$ cat src/rtl/sort_pkg.sv
// Shared types and constants for the sorted-vector result streamer.
// Holds the streamer state encoding and the drop-counter width.
// Imported by sort_result_streamer; carries no logic of its own.
package sort_pkg;

    // Streamer control state: waiting for a vector, or emitting one.
    typedef enum logic {
        IDLE   = 1'b0,
        STREAM = 1'b1
    } state_t;

    // Width of the saturating dropped-vector counter.
    localparam int DROP_CNT_W = 8;

    // Saturating increment for the drop counter.
    function automatic logic [DROP_CNT_W-1:0] sat_inc(input logic [DROP_CNT_W-1:0] v);
        return (v == {DROP_CNT_W{1'b1}}) ? v : v + DROP_CNT_W'(1);
    endfunction

endpackage

$ cat src/rtl/sort_result_streamer.sv
// Purpose: serialises one sorted N-word vector into a valid/ready word stream, index 0 first.
// Latency: first word is valid the cycle after y_valid; back-to-back vectors chain without a bubble.
// Backpressure: m_ready low holds the current word; a vector arriving mid-stream is dropped and counted.
module sort_result_streamer
    import sort_pkg::*;
#(
    parameter int LOG_INPUT_NUM = 4,
    parameter int DATA_WIDTH    = 32
) (
    input  logic                                      clk,
    input  logic                                      rst,
    input  logic [DATA_WIDTH*(2**LOG_INPUT_NUM)-1:0]  y,
    input  logic                                      y_valid,
    output logic [DATA_WIDTH-1:0]                     m_data,
    output logic                                      m_valid,
    input  logic                                      m_ready,
    output logic [LOG_INPUT_NUM-1:0]                  m_index,
    output logic                                      m_last,
    output logic                                      busy,
    output logic                                      overflow,
    output logic [DROP_CNT_W-1:0]                     drop_cnt
);

    localparam int N = 2**LOG_INPUT_NUM;
    localparam logic [LOG_INPUT_NUM-1:0] LAST_IDX = LOG_INPUT_NUM'(N-1);

    state_t                     r_state;
    logic [LOG_INPUT_NUM-1:0]   r_idx;
    logic                       r_overflow;
    logic [DROP_CNT_W-1:0]      r_drop_cnt;
    logic [DATA_WIDTH-1:0]      r_buf [N];

    logic w_streaming;
    logic w_xfer;
    logic w_last_xfer;
    logic w_capture;
    logic w_drop;

    // Handshake and vector acceptance decode. A new vector is taken only when
    // the buffer is free this cycle: idle, or the final word is leaving now.
    always_comb begin
        w_streaming = (r_state == STREAM);
        w_xfer      = w_streaming && m_ready;
        w_last_xfer = w_xfer && (r_idx == LAST_IDX);
        w_capture   = !rst && y_valid && (!w_streaming || w_last_xfer);
        w_drop      = y_valid && w_streaming && !w_last_xfer;
    end

    // Vector buffer: loaded only on acceptance, deliberately left unreset.
    always_ff @(posedge clk) begin
        if (w_capture) begin
            for (int j = 0; j < N; j++) begin
                r_buf[j] <= y[DATA_WIDTH*j +: DATA_WIDTH];
            end
        end
    end

    // Control FSM: state, word index and drop bookkeeping; reset wins over everything.
    always_ff @(posedge clk) begin
        if (rst) begin
            r_state    <= IDLE;
            r_idx      <= '0;
            r_overflow <= 1'b0;
            r_drop_cnt <= '0;
        end else begin
            case (r_state)
                IDLE: begin
                    if (y_valid) begin
                        r_state <= STREAM;
                        r_idx   <= '0;
                    end
                end
                STREAM: begin
                    if (w_last_xfer) begin
                        // Reload to 0 either way; stay busy only if a new vector arrived.
                        r_idx   <= '0;
                        r_state <= y_valid ? STREAM : IDLE;
                    end else if (w_xfer) begin
                        r_idx <= r_idx + LOG_INPUT_NUM'(1);
                    end
                end
                default: begin
                    r_state <= IDLE;
                    r_idx   <= '0;
                end
            endcase

            if (w_drop) begin
                r_overflow <= 1'b1;
                r_drop_cnt <= sat_inc(r_drop_cnt);
            end
        end
    end

    // Output view: all fields come straight from registers; data is forced to
    // zero when idle so the unreset buffer never shows on the bus.
    always_comb begin
        m_valid  = w_streaming;
        busy     = w_streaming;
        m_index  = r_idx;
        m_last   = w_streaming && (r_idx == LAST_IDX);
        m_data   = w_streaming ? r_buf[r_idx] : '0;
        overflow = r_overflow;
        drop_cnt = r_drop_cnt;
    end

endmodule

$ cat config.mk
export PLATFORM = sky130hd
export DESIGN_NAME = sort_result_streamer
export DESIGN_NICKNAME = d
export VERILOG_FILES = /design/src/rtl/sort_pkg.sv /design/src/rtl/sort_result_streamer.sv
export SDC_FILE = /design/constraint.sdc
export NUM_CORES = 1
export LEC_CHECK = 0
export BUFFER_PORTS_ARGS = -buffer_cell sky130_fd_sc_hd__buf_2
export CAP_MARGIN = 30
export CORE_AREA = 2 2 219 221
export CTS_CLUSTER_DIAMETER = 40
export DETAILED_ROUTE_END_ITERATION = 16
export DIE_AREA = 0 0 221 223
export PLACE_DENSITY = 0.7
export SYNTH_ARGS = -nofsm -noshare
export SYNTH_HDL_FRONTEND = slang
export SYNTH_SLANG_ARGS = --single-unit
$ cat constraint.sdc
create_clock -name clk -period 39.8 [get_ports clk]
set_input_delay 1.99 -clock clk [delete_from_list [all_inputs] [get_ports clk]]
set_output_delay 1.99 -clock clk [all_outputs]
set_load 0.02 [all_outputs]
==> flow_summary_export.csv <==
group,metric,value,unit
setup_path,critical_path.endpoint,"m_data[23]",
setup_path,crit_arrival,4400,ps
timing,hold_violations,0,
power_and_ir_drop,power.density,51.30,mW/mm^2
synthesis,yosysWarningCount,0,
routing,vias,12704,
placement,numPortBuffers,563,
setup_path,timing.rr.end,"r_buf[10][17]",
setup_path,cp-start-kind,"flop",
grt,grt-ovfl-total,0,
min_path,hold_path_class,"flop to flop",
layout,nNetsFinal,2236,
timing,finalCritPeriodShare,16.05,%
synthesis,synth_edf_count,512,
cts,clk_latency,580,ps
setup_path,worstSetupEndpointType,"output port",
synthesis,ys_ff_latch,530,
setup_path,r2r_cells,7,
setup_path,path_max_fanout,56,
timing,rsz0062_at_grt,"false",
synthesis,synthCells,1127,
cts,post_cts_resized,0,
routing,drtIter0Drc,984,
timing,final_max_slew_viol_count,0,
setup_path,r2r_setup_slack,35500,ps
routing,wl_per_cell,23.26,um
routing,first_pass_iters,5,
status,status,"finished, final reports clean",
die,die_area,0.04928,mm^2
routing,drc,0,
routing,ant_nets,0,
grt,grt_max_degree,84,
placement,place_area,0.02388,mm^2
synthesis,syn_area,0.02053,mm^2
timing,skew,21.69,ps
cts,path_clk_slew,60,ps
grt,antenna_found_initial,14,
timing,fmax,0.1565,GHz
placement,dp_cells,2259,
timing,tns,0,ps
timing,setup_viol,0,
cts,cts_buffer_depth,3,
layout,postLayoutCoreUtil,55.85,%
synthesis,syn_area_per_cell,18.21,um^2
synthesis,yosysSeqAreaShare,76.66,%
synthesis,synthTopCellsByArea,"edfxtp_1 (75%), mux2i_1 (12%), a22oi_1 (4.2%)",
layout,syn_to_final_growth,28.27,%
power_and_ir_drop,p_leak,9.691,nW
cts,postCtsHoldBufs,0,
grt,grt_use_total,22.21,%
die,io_pins,564,
layout,final_area,0.02633,mm^2
cts,clock-root-buffer,"clkbuf_16",
cts,cts.sinks,530,
die,core,0.04715,mm^2
synthesis,postSynth.asyncResetShare,0,%
cts,post_cts_buffers,0,
routing,avgViaCountPerCell,5.291,
grt,grt_pass1_wl,80.76,mm
cts,cts_tree,"built",
setup_path,required,37810,ps
cts,cts_max_level,3,
setup_path,worstSetupPathType,"flop to output port",
synthesis,synth_cell_types,43,
timing,period_needed,6389,ps
layout,fin_cells,2401,
synthesis,yosys.area.top_type,"edfxtp_1",
die,die_h,223,um
layout,layout-drive-gt1-share,40.37,%
synthesis,synth_common_cells,"edfxtp_1 (512), mux2i_1 (245), a22oi_1 (115), nand2_1 (62), o22ai_1 (25)",
timing,worst_pin_slew,969.9,ps
synthesis,synth.most_common_cell,"edfxtp_1",
die,rows,80,
timing,slew_headroom,35.34,%
cts,cts_made_buffers,70,
routing,wl,55.85,mm
die,die_w,221,um
setup_path,r2r-start,"m_index[0]",
power_and_ir_drop,vdd_drop_max,41.83,uV
synthesis,synth_ff_type,"edfxtp_1",
die,initial_core_util,43.54,%
flow_run,cap_violations,0,
placement,dpl.hpwl,39.35,mm
synthesis,syn-num-nets,1645,
synthesis,synth_top_area_share,74.90,%
grt,first_global_vias,12924,
timing,hold_ws,477.1,ps
placement,gp_congestion,0.8737,
-- metal layers --
layer	wire [um]	up-vias	part of all wire, %	global-route usage, %
met1	22390	6284	40	28.70
met5	0	-	0	0
li1	-	5765	-	-
met2	27690	560	50	36.26
met4	1418	0	2.5	8.292
met3	4353	95	7.8	5.768
-- stage by stage --
step / total power [mW] / setup slack, ps
floorplan: 0.7055 / 16860
global placement: 0.7293 / 33690
detailed placement: 0.7317 / 33650
CTS: 1.362 / 32990
global route: 1.396 / 33160
finish: 1.351 / 33410
-- worst max-delay path: stages (launching register included) --
cell and delay (ps):
dfxtp_4 940, buf_4 350, buf_16 320, buf_4 790, mux2i_1 200, a22oi_1 280, nand2_1 280, o22ai_1 310
buf_2 230
-- registers in the layout, summed over array words and instances, names as in the netlist, named ones only --
name and flops:
busy 1, drop_cnt 8, m_index 4, overflow 1, r_buf 512
-- power by group --
group	switching [mW]	internal [mW]	total, mW
sequential	0.00741	0.637	0.645
clock	0.242	0.388	0.630
combinational	0.0409	0.0349	0.0757
-- cell type report --
cell class	instances	area [um^2]
sequential	530	15740
multi-input combinational	532	4414
tap	615	769.5
fill	3666	20820
clock buffer	79	1828
timing repair buffer	582	3000
antenna	15	37.54
inverter	2	7.507
clock inverter	46	533.0
-- cells in the final DEF (no fill, tap or decap), drive strengths merged, types with 7 or more instances in the layout --
master,count
mux4,7
nand2,62
clkbuf,79
edfxtp,512
dfxtp,18
o21ai,18
bufinv,8
a221oi,7
buf,582
diode,15
clkinv,23
nor2,12
mux2i,245
a22oi,115
inv,14
o22ai,25
-- how the worst min path moves through the flow --
| stage | slack (ps) | end | start | depth (start not counted) |
|---|---|---|---|---|
| floorplan | 580 | drop_cnt[5] | drop_cnt[5] | 2 |
| global placement | 460 | overflow | overflow | 2 |
| detailed placement | 470 | overflow | overflow | 2 |
| CTS | 480 | overflow | overflow | 2 |
| global route | 520 | overflow | overflow | 2 |
| finish | 480 | overflow | overflow | 2 |
-- kinds of logic (layout without fill, tap and decap cells) --
group	after synthesis	count (layout)	synth area share, %
compound gates	178	178	6.212
other cells	0	15	0
mux	252	252	12.72
fa+ha+maj	2	2	0.1219
buf+inv	65	709	1.975
flops	530	530	76.66
xor+xnor	1	1	0.04268
simple gates	99	99	2.274
Power figures use the tool's default switching activity.
